===== config.mk =====
export PLATFORM = sky130hd
export DESIGN_NAME = fetch_sequencer
export DESIGN_NICKNAME = d
export VERILOG_FILES = /design/src/rtl/fetch_pkg.sv /design/src/rtl/fetch_wait_timer.sv /design/src/rtl/fetch_sequencer.sv
export SDC_FILE = /design/constraint.sdc
export NUM_CORES = 1
export LEC_CHECK = 0
export CAP_MARGIN = 20
export CORE_ASPECT_RATIO = 1.5
export CORE_UTILIZATION = 50
export CTS_CLUSTER_DIAMETER = 30
export DETAILED_ROUTE_END_ITERATION = 12
export PLACE_DENSITY_LB_ADDON = 0.12
export SLEW_MARGIN = 30
export SYNTH_ARGS = -nofsm -noshare
export SYNTH_HDL_FRONTEND = slang
export SYNTH_SLANG_ARGS = --single-unit

===== constraint.sdc =====
create_clock -name CLK -period 5.8 [get_ports CLK]
set_clock_uncertainty 0.05 [all_clocks]
set_input_delay 0.87 -clock CLK [delete_from_list [all_inputs] [get_ports CLK]]
set_output_delay 0.87 -clock CLK [all_outputs]
set_load 0.02 [all_outputs]

===== src/rtl/fetch_pkg.sv =====
// Shared types and constants for the LEGv8 instruction-fetch sequencer.
package fetch_pkg;

  // Sequencer states: reset hold, imem settle wait, instruction presented, stopped.
  typedef enum logic [1:0] {
    IDLE  = 2'd0,
    WAIT  = 2'd1,
    VALID = 2'd2,
    HALT  = 2'd3
  } fetch_state_e;

  // Every LEGv8 instruction is one 32-bit word.
  localparam int INST_BYTES = 4;

  // `B .` -- branch to self, used by programs as a stop marker.
  localparam logic [31:0] HALT_INST_DEFAULT = 32'h1400_0000;

  // Width of the settle counter: it must hold RD_LATENCY-1, and never be zero bits wide.
  function automatic int cnt_width(input int lat);
    int w;
    w = $clog2(lat);
    return (w < 1) ? 1 : w;
  endfunction

endpackage


===== src/rtl/fetch_wait_timer.sv =====
// Loadable down-counter that times the instruction-memory settle window.
module fetch_wait_timer #(
  parameter int WIDTH = 1
) (
  input  logic             clk_i,
  input  logic             rst_ni,
  input  logic             load_i,
  input  logic [WIDTH-1:0] load_value_i,
  output logic             done_o
);

  logic [WIDTH-1:0] cnt_q;
  logic [WIDTH-1:0] cnt_d;

  // Next count: reload wins, otherwise step down and rest at zero.
  always_comb begin
    cnt_d = cnt_q;
    if (load_i) begin
      cnt_d = load_value_i;
    end else if (cnt_q != '0) begin
      cnt_d = cnt_q - 1'b1;
    end
  end

  // Counter register.
  always_ff @(posedge clk_i or negedge rst_ni) begin
    if (!rst_ni) begin
      cnt_q <= '0;
    end else begin
      cnt_q <= cnt_d;
    end
  end

  assign done_o = (cnt_q == '0);

endmodule


===== src/rtl/fetch_sequencer.sv =====
// Instruction-fetch controller: owns the PC, waits for the combinational
// instruction memory to settle, and hands instructions to decode over valid/ready.
module fetch_sequencer
  import fetch_pkg::*;
#(
  parameter int          RD_LATENCY = 2,
  parameter logic [31:0] HALT_INST  = HALT_INST_DEFAULT
) (
  input  logic        CLK,
  input  logic        Reset_L,
  input  logic [63:0] startPC,
  output logic [63:0] imem_addr,
  input  logic [31:0] imem_data,
  input  logic        redirect_valid,
  input  logic [63:0] redirect_pc,
  output logic        inst_valid,
  input  logic        inst_ready,
  output logic [31:0] inst,
  output logic [63:0] inst_pc,
  output logic        halted,
  output logic        misalign,
  output logic [31:0] fetch_count
);

  localparam int            CW     = cnt_width(RD_LATENCY);
  localparam logic [CW-1:0] RELOAD = CW'(RD_LATENCY - 1);

  fetch_state_e state_q, state_d;

  logic [63:0] pc_q, pc_d;
  logic [31:0] inst_q, inst_d;
  logic [63:0] inst_pc_q, inst_pc_d;
  logic        misalign_q, misalign_d;
  logic [31:0] count_q, count_d;

  logic        xfer;
  logic        redirect_take;
  logic        is_halt_inst;
  logic        capture;
  logic        timer_load;
  logic        timer_done;

  // Redirects are ignored while still coming out of reset.
  assign redirect_take = redirect_valid && (state_q != IDLE);
  assign is_halt_inst  = (inst_q == HALT_INST);

  fetch_wait_timer #(
    .WIDTH(CW)
  ) u_timer (
    .clk_i       (CLK),
    .rst_ni      (Reset_L),
    .load_i      (timer_load),
    .load_value_i(RELOAD),
    .done_o      (timer_done)
  );

  // State register.
  always_ff @(posedge CLK or negedge Reset_L) begin
    if (!Reset_L) begin
      state_q <= IDLE;
    end else begin
      state_q <= state_d;
    end
  end

  // Next state: a redirect always restarts the settle wait, ahead of any other move.
  always_comb begin
    state_d = state_q;
    unique case (state_q)
      IDLE: state_d = WAIT;
      WAIT: begin
        if (redirect_take)   state_d = WAIT;
        else if (timer_done) state_d = VALID;
      end
      VALID: begin
        if (redirect_take) state_d = WAIT;
        else if (xfer)     state_d = is_halt_inst ? HALT : WAIT;
      end
      HALT: begin
        if (redirect_take) state_d = WAIT;
      end
      default: state_d = IDLE;
    endcase
  end

  // State decode: handshake flags and control strobes for the datapath and timer.
  always_comb begin
    inst_valid = (state_q == VALID);
    halted     = (state_q == HALT);
    xfer       = inst_valid && inst_ready;
    capture    = (state_q == WAIT) && timer_done && !redirect_take;
    timer_load = (state_q == IDLE) || redirect_take ||
                 (xfer && !is_halt_inst);
  end

  // Datapath next values: PC steering, instruction capture, sticky misalign, transfer count.
  always_comb begin
    pc_d       = pc_q;
    inst_d     = inst_q;
    inst_pc_d  = inst_pc_q;
    misalign_d = misalign_q;
    count_d    = count_q;

    if (state_q == IDLE) begin
      pc_d = startPC;
    end else if (redirect_take) begin
      // Low bits are dropped so fetch stays word aligned; the fault is remembered.
      pc_d = {redirect_pc[63:2], 2'b00};
      if (redirect_pc[1:0] != 2'b00) begin
        misalign_d = 1'b1;
      end
    end else if (xfer && !is_halt_inst) begin
      pc_d = pc_q + 64'(INST_BYTES);
    end

    if (capture) begin
      inst_d    = imem_data;
      inst_pc_d = pc_q;
    end

    // A transfer that coincides with a redirect still counts; decode squashes it.
    if (xfer) begin
      count_d = count_q + 32'd1;
    end
  end

  // Datapath registers.
  always_ff @(posedge CLK or negedge Reset_L) begin
    if (!Reset_L) begin
      pc_q       <= '0;
      inst_q     <= '0;
      inst_pc_q  <= '0;
      misalign_q <= 1'b0;
      count_q    <= '0;
    end else begin
      pc_q       <= pc_d;
      inst_q     <= inst_d;
      inst_pc_q  <= inst_pc_d;
      misalign_q <= misalign_d;
      count_q    <= count_d;
    end
  end

  assign imem_addr   = pc_q;
  assign inst        = inst_q;
  assign inst_pc     = inst_pc_q;
  assign misalign    = misalign_q;
  assign fetch_count = count_q;

endmodule


==> run metrics <==
run status completed; cell with the largest stage delay on the worst path sky130_fd_sc_hd__clkdlybuf4s50_1; Post-Place Setup Slack 2.14 ns; sequential cell area fraction in the yosys report around 47%; number of max-cap violations 0; clk sink count slightly below 200; Fin. Hold Viols 0; share of the synthesized area in the top cell type a little under half; diode insertion count for antenna repair 0; number of synthesized flops with an enable pin 0; maximum fanout along the worst path 25; Routed Wire Length about 35 mm; x dimension of the die ~120 um; number of buffers and inverters on the critical path 3; number of standard cells after synthesis 988; worst slew margin relative to its limit 30.6%; number of buffers inserted by hold repair at cts 0; area of the die 21300 sq um; Cell variety after synth 74; transition time of the tightest slew-check pin between 1 and 1.5 ns; cell count after placement about 1600; Yosys top cell by area sky130_fd_sc_hd__dfrtp_1; via count of the routed design approximately 9900; required time of the critical path 6.11 ns; Worst Setup End Kind flip-flop; number of cell rows 64; ratio of cells with drive above 1 in the final layout 12.1%; maximum achievable frequency 309 MHz; Clk pin slew, worst setup/hold paths roughly 0.070 ns; biggest cell delay along the critical path around 0.8 ns; total power draw ~0.0072 W; net count of the mapped netlist around 1200; total setup violations reported at the end of the flow 0; number of detailed-routing iterations run before antenna repair 5; remaining design rule violation count 0; worst ir drop on vdd roughly 0.27 mV; number of cells upsized or downsized after cts 0; clock root cell sky130_fd_sc_hd__clkbuf_16; maximum clock insertion buffer count 2; post-CTS setup buffers 0; IO buf count roughly 360; gpl congestion 0.932; Detailed Place HPWL approximately 25 mm; power density over the cells roughly 490 nW/um^2; Inserted Clock Buffers 17; Lkg Pwr around 6 nW; register bit total from synthesis 196; Vias per Instance 6.27; series of cell instances along the critical path clkdlybuf4s50_1 -> nor2b_4 -> buf_4 -> buf_4 -> a22oi_1 -> a22oi_1 -> a2bb2oi_1; top cells by count, synth 196 x sky130_fd_sc_hd__dfrtp_1, 86 x sky130_fd_sc_hd__mux2_2, 70 x sky130_fd_sc_hd__nand2_1, 60 x sky130_fd_sc_hd__a22oi_1, 60 x sky130_fd_sc_hd__clkbuf_1; final cycle utilization of the critical path 55.8%; pin count of the biggest net entering global routing between 70 and 80; core footprint slightly above 20000 sq um; clock period minus worst slack between 3 and 4 ns; average instance area after synthesis between 10 and 15 sq um; yosys synthesis warning count 0; DR iter-0 viols about 800; worst setup path category in2reg; via count of the first global-routing pass 9639; Routed wire per std cell 21.8 um; final non-filler cell total roughly 1600; most frequent cell after synthesis sky130_fd_sc_hd__dfrtp_1; Die Height ~180 um; antenna-violating nets left 0; Area Growth Syn to Fin 42.2%; clock insertion delay at the later pin of the skew report between 0.4 and 0.5 ns; CTS tree yes; Finished Core Util ~72%; aggregate negative setup slack 0 ns; initial cell density of the core between 50% and 60%; kind of path behind the tightest hold check in2async; final worst setup slack between 2 and 3 ns; ys async rst share 100%; residual overflow from global routing 0; element type at the critical path start primary input; dominant cells by area after synthesis sky130_fd_sc_hd__dfrtp_1 47%, sky130_fd_sc_hd__mux2_2 9.4%, sky130_fd_sc_hd__a22oi_1 4.4%; initial antenna violation count 0; Syn Std Cell Area around 10000 sq um; Most used DFF post-synth sky130_fd_sc_hd__dfrtp_1; number of levels in the clock H-tree 4; Arrival @ worst endpoint about 3.6 ns; nets roughly 1500; Tot GR Track Use between 30% and 40%; top cell family by delay on the critical path buffers and inverters; setup repair after global routing missed its margin no; final count of pins violating max slew 0; Top-Level Pins roughly 360; global-route wire length before repair 53.2 mm
worst register-to-register path: stages (launching register included):
cell and delay (ns):
sky130_fd_sc_hd__dfrtp_1 0.52, sky130_fd_sc_hd__ha_1 0.27, sky130_fd_sc_hd__nand3_1 0.29, sky130_fd_sc_hd__nor3_2 0.61, sky130_fd_sc_hd__buf_4 0.29, sky130_fd_sc_hd__nand4_1 0.40
sky130_fd_sc_hd__o31a_1 0.45, sky130_fd_sc_hd__o221a_2 0.22
cells by family (layout without fill, tap and decap cells):
group / count (synthesis) / after routing / share of synthesized area, %
DFF: 196 / 196 / 47.4
buffers and inverters: 94 / 425 / 3.56
and+or+nand+nor: 307 / 307 / 16.7
adders and majority gates: 6 / 6 / 0.726
xor gates and xnor gates: 34 / 34 / 2.88
AOI/OAI and AO/OA: 264 / 264 / 19.3
muxes: 87 / 87 / 9.46
power by group:
| part | internal [W] | switching [W] |
|---|---|---|
| registers | 0.00186 | 0.000607 |
| clock network | 0.000692 | 0.000535 |
| logic | 0.00170 | 0.00179 |
| total | 0.00426 | 0.00293 |
layout by cell type, fill, tap and decap left out, types with 10 or more instances in the layout:
master	n
sky130_fd_sc_hd__nor4_1	27
sky130_fd_sc_hd__a21oi_1	25
sky130_fd_sc_hd__o22a_1	10
sky130_fd_sc_hd__a211oi_1	10
sky130_fd_sc_hd__inv_1	23
sky130_fd_sc_hd__nand2_1	69
sky130_fd_sc_hd__o31ai_1	17
sky130_fd_sc_hd__clkbuf_16	17
sky130_fd_sc_hd__buf_4	13
sky130_fd_sc_hd__xor2_1	11
sky130_fd_sc_hd__dfrtp_1	196
sky130_fd_sc_hd__nand3_1	36
sky130_fd_sc_hd__and3_1	16
sky130_fd_sc_hd__xnor2_1	23
sky130_fd_sc_hd__mux2_2	86
sky130_fd_sc_hd__nor2_1	30
sky130_fd_sc_hd__a31oi_1	18
sky130_fd_sc_hd__nor3_1	30
sky130_fd_sc_hd__a22o_1	18
sky130_fd_sc_hd__nand2b_1	14
sky130_fd_sc_hd__o21ai_0	27
sky130_fd_sc_hd__clkdlybuf4s50_1	357
sky130_fd_sc_hd__a2bb2oi_1	21
sky130_fd_sc_hd__nand4_1	34
sky130_fd_sc_hd__and4_1	14
sky130_fd_sc_hd__a22oi_1	60
sequential cells by signal, indices dropped and copies added, names as in the netlist:
register / flops
fetch_count: 32
imem_addr: 64
inst: 32
inst_pc: 64
misalign: 1
state_q: 2
u_timer.cnt_q: 1
path summary, 6_finish.rpt:
| path | start | to | slack, ns | depth (start not counted) |
|---|---|---|---|---|
| max in group asynchronous | Reset_L | imem_addr[38] | 3.97 | 2 |
| min in group CLK | fetch_count[31] | fetch_count[31] | 0.42 | 1 |
| worst max-delay path | redirect_valid | imem_addr[34] | 2.56 | 7 |
| worst min-delay path | Reset_L | inst[17] | 0.40 | 1 |
| worst max register to register | imem_addr[2] | imem_addr[36] | 2.58 | 7 |
| worst min register to register | fetch_count[31] | fetch_count[31] | 0.42 | 1 |
final cells by class:
type                    instances  area [sq um]
inverters                      23          86.3
repair buffers                371          3680
flip-flops and latches        196          4900
multi-input cells             698          5100
fillers                      1568          5630
well taps                     264           330
clock inverters                11           151
clock buffers                  20           447
routing by layer:
metal,vias up,track usage [%],wire length (um)
met3,92,5.88,2510
met1,4868,38.7,13000
met2,535,56.3,17400
met4,0,16.7,1610
li1,4437,-,-
met5,-,0,0
per-stage QoR:
| stage | hold slack [ns] | area [sq um] |
|---|---|---|
| 2_1_floorplan | 0.524 | 10300 |
| 3_3_place_gp | 0.411 | 14100 |
| 3_5_place_dp | 0.420 | 14100 |
| 4_1_cts | 0.423 | 14700 |
| 5_1_grt | 0.435 | 14700 |
| 6_report | 0.401 | 14700 |
Note: power is estimated with default switching activity, not from simulation.
